<file path="src/rtl/mem_stage_dmem_ctrl_if.sv">
// Data-memory request/ack bus between the MEM-stage controller (master) and the data memory (slave).
// Handshake: master raises dm_req with dm_we/dm_addr/dm_be/dm_wdata stable and holds them until a cycle
// in which the slave drives dm_ack=1; that cycle completes the transfer and dm_rdata is valid in it.
interface mem_stage_dmem_ctrl_if;
  logic        dm_req;
  logic        dm_we;
  logic [29:0] dm_addr;
  logic [3:0]  dm_be;
  logic [31:0] dm_wdata;
  logic        dm_ack;
  logic [31:0] dm_rdata;

  modport master (
    output dm_req, dm_we, dm_addr, dm_be, dm_wdata,
    input  dm_ack, dm_rdata
  );

  modport slave (
    input  dm_req, dm_we, dm_addr, dm_be, dm_wdata,
    output dm_ack, dm_rdata
  );
endinterface

</file>
<file path="src/rtl/mem_stage_dmem_ctrl.sv">
// MEM-stage data-memory controller: turns load/store controls into one req/ack access and stalls until done.
// Optional abort on a silent memory is enabled by defining DM_TIMEOUT_EN.
module mem_stage_dmem_ctrl #(
  parameter int TIMEOUT_CYCLES = 16,
  parameter int CNT_W          = 5
) (
  input  logic                         clk,
  input  logic                         rst_n,
  input  logic                         MEM_Valid,
  input  logic                         MEM_DmRd,
  input  logic                         MEM_DmWr,
  input  logic [1:0]                   MEM_SType,
  input  logic [31:0]                  MEM_AluOut,
  input  logic [31:0]                  MEM_RtData,
  mem_stage_dmem_ctrl_if.master        dm,
  output logic [31:0]                  MEM_DmResult,
  output logic                         MEM_Stall,
  output logic                         MEM_AccErr,
  output logic [1:0]                   dbg_state
);

  typedef enum logic [1:0] {
    IDLE = 2'd0,
    BUSY = 2'd1,
    DONE = 2'd2
  } state_t;

  state_t      state_q, state_d;
  logic        we_q;
  logic [29:0] addr_q;
  logic [3:0]  be_q;
  logic [31:0] wdata_q;
  logic [31:0] result_q;

  logic        access;
  logic        aligned;
  logic [3:0]  be_calc;
  logic [31:0] wdata_calc;
  logic        launch;
  logic        capture;
  logic        clear_res;
  logic        abort;
  logic        mis_err;

  // Reset also masks the pipeline request so nothing stalls or errors while rst_n is low.
  assign access = rst_n & MEM_Valid & (MEM_DmRd | MEM_DmWr);

  always_comb begin
    aligned    = 1'b1;
    be_calc    = 4'hF;
    wdata_calc = MEM_RtData;
    case (MEM_SType)
      2'b01: begin
        aligned    = ~MEM_AluOut[0];
        be_calc    = MEM_AluOut[1] ? 4'b1100 : 4'b0011;
        wdata_calc = {2{MEM_RtData[15:0]}};
      end
      2'b10: begin
        aligned    = 1'b1;
        be_calc    = 4'b0001 << MEM_AluOut[1:0];
        wdata_calc = {4{MEM_RtData[7:0]}};
      end
      default: begin
        aligned    = (MEM_AluOut[1:0] == 2'b00);
        be_calc    = 4'hF;
        wdata_calc = MEM_RtData;
      end
    endcase
    if (!MEM_DmWr) be_calc = 4'hF;
  end

`ifdef DM_TIMEOUT_EN
  logic [CNT_W-1:0] cnt_q;
  logic             to_q;
  logic             timeout_hit;

  // The counter holds the number of BUSY cycles already elapsed, so the last allowed one sees TIMEOUT_CYCLES-1.
  assign timeout_hit = (cnt_q == CNT_W'(TIMEOUT_CYCLES - 1));

  always_ff @(posedge clk) begin
    if (!rst_n) begin
      cnt_q <= '0;
      to_q  <= 1'b0;
    end else begin
      to_q <= abort;
      if (launch)                cnt_q <= '0;
      else if (state_q == BUSY)  cnt_q <= cnt_q + CNT_W'(1);
    end
  end
`else
  logic timeout_hit;
  logic to_q;
  assign timeout_hit = 1'b0;
  assign to_q        = 1'b0;
`endif

  always_ff @(posedge clk) begin
    if (!rst_n) state_q <= IDLE;
    else        state_q <= state_d;
  end

  always_comb begin
    state_d   = state_q;
    launch    = 1'b0;
    capture   = 1'b0;
    clear_res = 1'b0;
    abort     = 1'b0;
    mis_err   = 1'b0;
    MEM_Stall = 1'b0;
    case (state_q)
      IDLE: begin
        if (access) begin
          if (aligned) begin
            launch    = 1'b1;
            MEM_Stall = 1'b1;
            state_d   = BUSY;
          end else begin
            mis_err   = 1'b1;
            clear_res = 1'b1;
          end
        end
      end
      BUSY: begin
        MEM_Stall = 1'b1;
        if (dm.dm_ack) begin
          capture = ~we_q;
          state_d = DONE;
        end else if (timeout_hit) begin
          abort   = 1'b1;
          state_d = DONE;
        end
      end
      // DONE lets the pipeline advance on this edge, so the same instruction is never issued twice.
      DONE:    state_d = IDLE;
      default: state_d = IDLE;
    endcase
    MEM_AccErr = mis_err | ((state_q == DONE) & to_q);
  end

  always_ff @(posedge clk) begin
    if (!rst_n) begin
      we_q     <= 1'b0;
      addr_q   <= '0;
      be_q     <= '0;
      wdata_q  <= '0;
      result_q <= '0;
    end else begin
      if (launch) begin
        we_q    <= MEM_DmWr;
        addr_q  <= MEM_AluOut[31:2];
        be_q    <= be_calc;
        wdata_q <= wdata_calc;
      end
      if (capture)                  result_q <= dm.dm_rdata;
      else if (clear_res || abort)  result_q <= '0;
    end
  end

  assign dm.dm_req     = (state_q == BUSY);
  assign dm.dm_we      = we_q;
  assign dm.dm_addr    = addr_q;
  assign dm.dm_be      = be_q;
  assign dm.dm_wdata   = wdata_q;
  assign MEM_DmResult  = result_q;
  assign dbg_state     = state_q;

endmodule
</file>
<file path="src/flat_wrapper.sv">
// flat-port wrapper written by rule: the top's interface ports become plain ports
module mem_stage_dmem_ctrl_flat 
#(
  parameter int TIMEOUT_CYCLES = 16,
  parameter int CNT_W          = 5
)
  (clk, rst_n, MEM_Valid, MEM_DmRd, MEM_DmWr, MEM_SType, MEM_AluOut, MEM_RtData, MEM_DmResult, MEM_Stall, MEM_AccErr, dbg_state, dm_dm_req, dm_dm_we, dm_dm_addr, dm_dm_be, dm_dm_wdata, dm_dm_ack, dm_dm_rdata);
  mem_stage_dmem_ctrl_if dm_i ();
  input  logic clk;
  input  logic rst_n;
  input  logic MEM_Valid;
  input  logic MEM_DmRd;
  input  logic MEM_DmWr;
  input  logic [1:0] MEM_SType;
  input  logic [31:0] MEM_AluOut;
  input  logic [31:0] MEM_RtData;
  output logic [31:0] MEM_DmResult;
  output logic MEM_Stall;
  output logic MEM_AccErr;
  output logic [1:0] dbg_state;
  output wire logic [$bits(dm_i.dm_req)-1:0] dm_dm_req;
  output wire logic [$bits(dm_i.dm_we)-1:0] dm_dm_we;
  output wire logic [$bits(dm_i.dm_addr)-1:0] dm_dm_addr;
  output wire logic [$bits(dm_i.dm_be)-1:0] dm_dm_be;
  output wire logic [$bits(dm_i.dm_wdata)-1:0] dm_dm_wdata;
  input wire logic [$bits(dm_i.dm_ack)-1:0] dm_dm_ack;
  input wire logic [$bits(dm_i.dm_rdata)-1:0] dm_dm_rdata;
  assign dm_dm_req = dm_i.dm_req;
  assign dm_dm_we = dm_i.dm_we;
  assign dm_dm_addr = dm_i.dm_addr;
  assign dm_dm_be = dm_i.dm_be;
  assign dm_dm_wdata = dm_i.dm_wdata;
  assign dm_i.dm_ack = dm_dm_ack;
  assign dm_i.dm_rdata = dm_dm_rdata;
  mem_stage_dmem_ctrl #(.TIMEOUT_CYCLES(TIMEOUT_CYCLES), .CNT_W(CNT_W)) u_core (.clk(clk), .rst_n(rst_n), .MEM_Valid(MEM_Valid), .MEM_DmRd(MEM_DmRd), .MEM_DmWr(MEM_DmWr), .MEM_SType(MEM_SType), .MEM_AluOut(MEM_AluOut), .MEM_RtData(MEM_RtData), .dm(dm_i), .MEM_DmResult(MEM_DmResult), .MEM_Stall(MEM_Stall), .MEM_AccErr(MEM_AccErr), .dbg_state(dbg_state));
endmodule
</file>
<file path="config.mk">
export PLATFORM = sky130hd
export DESIGN_NAME = mem_stage_dmem_ctrl_flat
export DESIGN_NICKNAME = d
export VERILOG_FILES = /design/src/rtl/mem_stage_dmem_ctrl_if.sv /design/src/rtl/mem_stage_dmem_ctrl.sv /design/src/flat_wrapper.sv
export SDC_FILE = /design/constraint.sdc
export NUM_CORES = 1
export LEC_CHECK = 0
export BUFFER_PORTS_ARGS = -buffer_cell sky130_fd_sc_hd__buf_4
export CAP_MARGIN = 0
export CORE_ASPECT_RATIO = 1.1
export CORE_MARGIN = 2
export CORE_UTILIZATION = 50
export CTS_BUF_LIST = sky130_fd_sc_hd__clkbuf_8
export CTS_CLUSTER_SIZE = 8
export DETAILED_ROUTE_END_ITERATION = 6
export GPL_TIMING_DRIVEN = 0
export HOLD_SLACK_MARGIN = 0.06
export PLACE_DENSITY = 0.87
export SLEW_MARGIN = 0
export SYNTH_ARGS = -nofsm -noshare
export SYNTH_HDL_FRONTEND = slang
export SYNTH_SLANG_ARGS = --single-unit
</file>
<file path="constraint.sdc">
create_clock -name clk -period 3.2 [get_ports clk]
set_clock_uncertainty 0.1 [all_clocks]
set_input_delay 0.64 -clock clk [delete_from_list [all_inputs] [get_ports clk]]
set_output_delay 0.64 -clock clk [all_outputs]
set_load 0.02 [all_outputs]
</file>
Word level (Yosys, flattened, before mapping). Cells that the tools add are included. W data, S select, Z words.

Bits in registers: 101. Bits in latches: 0. Memory bits (writable): 0. Bits in read-only memories: 0. Input bits: 104. Word-level logic and storage cells: 42. Memories: 0.

Add/subtract/negate cells: 0. $mul: 0. Div/mod/pow operators: 0. Order comparisons: 0. Eq/ne operators: 6. Shifts and indexed selects: 1. Mux-type cells: 20. Bitwise gates (word level): 5. Reduce and logical (&&, ||, !) cells: 4.

Operator list (number): $mux W32 (2); $pmux W32 S2 (1); $mux W1 (8); $mux W4 (2); $pmux W4 S2 (1); $mux W2 (3); $ne A2 B1 Y1 const B (3); $eq A2 B1 Y1 const B (2); $logic_not A2 Y1 (2); $pmux W1 S2 (2); $pmux W2 S2 (1); $shl A1 B2 Y4 const A (1); $reduce_and A3 Y1 (1); $and A1 B1 Y1 (2); $eq A2 B2 Y1 const B (1); $not A1 Y1 (2); $reduce_bool A2 Y1 (1); $or A1 B1 Y1 (1).

Longest topological paths before layout.
Word-level depth: 7. Gate-level depth with buffers: 9.

Worst setup path after synthesis. No wires, ideal clock.

Kind: input port to output port. From: input port MEM_SType[0]. To: output port MEM_Stall. Data arrival time: 1.813 ns. Required time: 2.460 ns. Setup slack: 0.647 ns. Cell stages on the path: 7. Path buffers: 1. Cells stage by stage: inv_1 -> ha_1 -> o21ai_0 -> o31a_1 -> buf_2 -> a21oi_1 -> nor2_1.

Cells in the longest elaborated chain, start to end: 5.

Ends and longest elaborated chain: start: declaration (line flat_wrapper.sv:14) `input logic [1:0] MEM_SType;`; $eq A2 B2 Y1 / $eq A2 B1 Y1 (equally long branches) (line mem_stage_dmem_ctrl.sv:52) `case (MEM_SType)`; $pmux W1 S2 * (line mem_stage_dmem_ctrl.sv:52); $mux W1 * (line mem_stage_dmem_ctrl.sv:113) `if (aligned) begin`; $mux W1 * (line mem_stage_dmem_ctrl.sv:112) `if (access) begin`; $pmux W1 S2 * (line mem_stage_dmem_ctrl.sv:110) `case (state_q)`; end: declaration (line flat_wrapper.sv:18) `output logic MEM_Stall;`.

Every way passes the cells marked *; elsewhere a longest branch is shown, timed or not.

Worst setup path after layout. Same ends and word-level chain as after synthesis.

==> summary.md <==
| Metric | Value |
|---|---|
| Clk pin slew, worst setup/hold paths | `~90 ps` |
| Max Cap Violations | `0` |
| Ant. Diodes | `0` |
| Vias in the first global route | `between 4,000 and 5,000` |
| Synth Instances | `460` |
| Slew HR | `68.40%` |
| Pwr dens | `445.5 mW/mm²` |
| Die Footprint | `0.008649 mm²` |
| H-tree levels | `3` |
| Reg2Reg Depth | `6` |
| Rows | `34` |
| Syn Nets | `566` |
| Initial Utilization | `50.87%` |
| Skew-Pair Late Insertion Delay | `about 350 ps` |
| Post-DR wirelength/cell | `15.93 µm` |
| Static Leak | `~0.0026 µW` |
| Status | `completed` |
| Worst min path class | `reg2reg` |
| First-pass GRT wire length | `19.33 mm` |
| Worst setup SP type | `input port` |
| Via density per instance | `5.444` |
| Multi-input gate area | `0.001717 mm²` |
| Total CTS buffers | `9` |
| CTS root buf | `clkbuf_8` |
| TNS Setup | `0 ps` |
| Dominant cells by area after synthesis | `dfxtp_1 (51%), nand2_1 (8.1%), a22o_1 (7.1%)` |
| Yosys cell types | `28` |
| Final GP Congestion | `0.8816` |
| Post-Syn Area | `about 0.004 mm²` |
| CP Data Required Time | `2460 ps` |
| RR Startpoint | `u_core.dbg_state[1]` |
| Most frequent cell after synthesis | `dfxtp_1` |
| Post-CTS Setup Inserts | `0` |
| Initial antenna violation count | `0` |
| Final instance area | `between 0.005 and 0.006 mm²` |
| Commonest cells in the synthesized netlist | `dfxtp_1 (101), nand2_1 (85), nand3_1 (56), o21ai_1 (56), a22o_1 (32)` |
| Hold Vio Cnt, Final | `0` |
| Min Tclk post-route | `2813 ps` |
| Clock buffer depth | `2` |
| Core Footprint | `0.007785 mm²` |
| Hold Buf Count CTS | `0` |
| Final worst path period share | `87.89%` |
| Area delta synth->final | `46.86%` |
| Ys async rst share | `0%` |
| PostCTS Resize Cnt | `0` |
| Grt total ovfl | `0` |
| Total Routing Usage GR | `28.40%` |
| Register area share after synthesis | `51.06%` |
| Worst-Margin Slew | `474.0 ps` |
| Crit path DAT | `2070 ps` |
| Largest net degree at the start of global routing | `18` |
| Util after Layout | `74.70%` |
| Die X-Extent | `88.86 µm` |
| Yosys warns | `0` |
| CP Class | `in2out` |
| Worst hold path endpoint | `u_core.dm.dm_wdata[30]` |
| Peak VDD IR | `0.3217 mV` |
| Yosys top cell by area | `dfxtp_1` |
| Sequential Area | `0.002022 mm²` |
| Placed cell area | `0.005642 mm²` |
| Share of cells above drive strength 1 | `34.90%` |
| DR vias | `4,301` |
| TritonCTS clock tree | `built` |
| Post-synthesis area per instance | `8.609 µm²` |
| R2R setup slack | `about 1300 ps` |
| I/O Pins | `208` |
| Routed wire length | `12.58 mm` |
| Final ANT Viol Nets | `0` |
| DR pass1 iterations | `7` |
| Final slew viol count | `0` |
| Hold slack | `around 350 ps` |
| Die Y | `97.34 µm` |
| Worst Hold Launch | `u_core.dm.dm_wdata[30]` |
| Synth top area share | `51.06%` |
| RR Endpoint | `u_core.dm.dm_wdata[15]` |
| CP Capture Type | `output port` |
| WHS Path Cells | `2` |
| DP HPWL | `9.666 mm` |
| Final setup violation count | `0` |
| Final Power | `2591 µW` |
| Fillcell total | `643` |
| Number of synthesized flops with an enable pin | `0` |
| Port Buffers | `approximately 210` |
| Unrepaired setup endpoints after global routing | `no` |
| Achievable Freq | `0.3555 GHz` |
| Clk sinks | `101` |
| DRT iter0 DRCs | `approximately 230` |
| DRC Markers | `0` |
| Flops & latches, synth | `101` |
| Synth Flop Type | `dfxtp_1` |
| Crit path from | `MEM_SType[0]` |
| CP max FO | `10` |
| Fin nets | `783` |
## report_power, final
part | switching [µW] | total [µW] | internal (µW)
Sequential | 30.9 | 1340 | 1310
Clock | 453 | 739 | 286
Combinational | 287 | 510 | 223
Total | 771 | 2590 | 1820
## final cells by class
cell class                 count  area share (%)
inverter                       4          0.2582
tap                          108           2.324
sequential                   101           34.77
timing repair buffer         206           26.59
clock inverter                 7          0.8606
multi-input combinational    310           29.52
clock buffer                   9           2.130
buffer                        45           3.550
## through the flow
step / std cells / worst slack, ps
floorplan: 460 / 646.9
global placement: 774 / 393.6
detailed placement: 774 / 396.5
CTS: 790 / 391.3
global route: 790 / 234.7
finish: 790 / 387.5
## sequential cells by signal, indices dropped and copies added (netlist names)
name and cells:
u_core.MEM_DmResult 32, u_core.dm.dm_wdata 32, u_core.dm.dm_addr 30, u_core.dm.dm_be 4, u_core.dbg_state 2, u_core.dm.dm_we 1
## how the worst max path moves through the flow
| stage | endpoint | slack [ps] | cells after the start |
|---|---|---|---|
| 2_1_floorplan | MEM_Stall | 650 | 7 |
| 3_3_place_gp | MEM_Stall | 390 | 9 |
| 3_5_place_dp | MEM_Stall | 400 | 9 |
| 4_1_cts | MEM_Stall | 390 | 9 |
| 5_1_grt | MEM_Stall | 230 | 9 |
| 6_report | MEM_Stall | 390 | 9 |
## layer usage
metal	part of all wire, %	vias up	routed length, µm	GRT usage, %
met5	0	-	0	0
met4	3.6	0	454	14.10
met3	7.7	39	972	6.457
met2	50	209	6329	45.87
met1	38	2002	4826	34.90
li1	-	2051	-	-
## cell usage in the layout, fill, tap and decap left out, types with 2 or more instances in the layout
cell	instances
buf_4	208
dfxtp_1	101
nand2_1	85
nand3_1	56
o21ai_1	56
a22o_1	32
o21ai_0	28
clkbuf_1	26
a22oi_1	16
buf_2	12
mux2i_1	11
clkbuf_8	9
nor2b_1	6
inv_1	5
a21oi_1	5
buf_1	3
nor2_1	2
and2_1	2
buf_6	2
ha_1	2
inv_6	2
clkinvlp_4	2
## worst max-delay path, cell delays in order
cell	delay [ps]
buf_4	90
inv_1	40
ha_1	300
o21ai_0	120
o31a_1	280
buf_2	280
a21oi_1	90
nor2_1	90
buf_4	150
## cells by family after synthesis
kind of cell / Yosys count / share of synthesized area [%]
compound gates: 141 / 22.15
fa+ha+maj: 2 / 0.6318
buf+inv: 49 / 5.592
flops: 101 / 51.06
mux: 11 / 2.781
simple gates: 156 / 17.79
(Power assumes the default switching activity.)
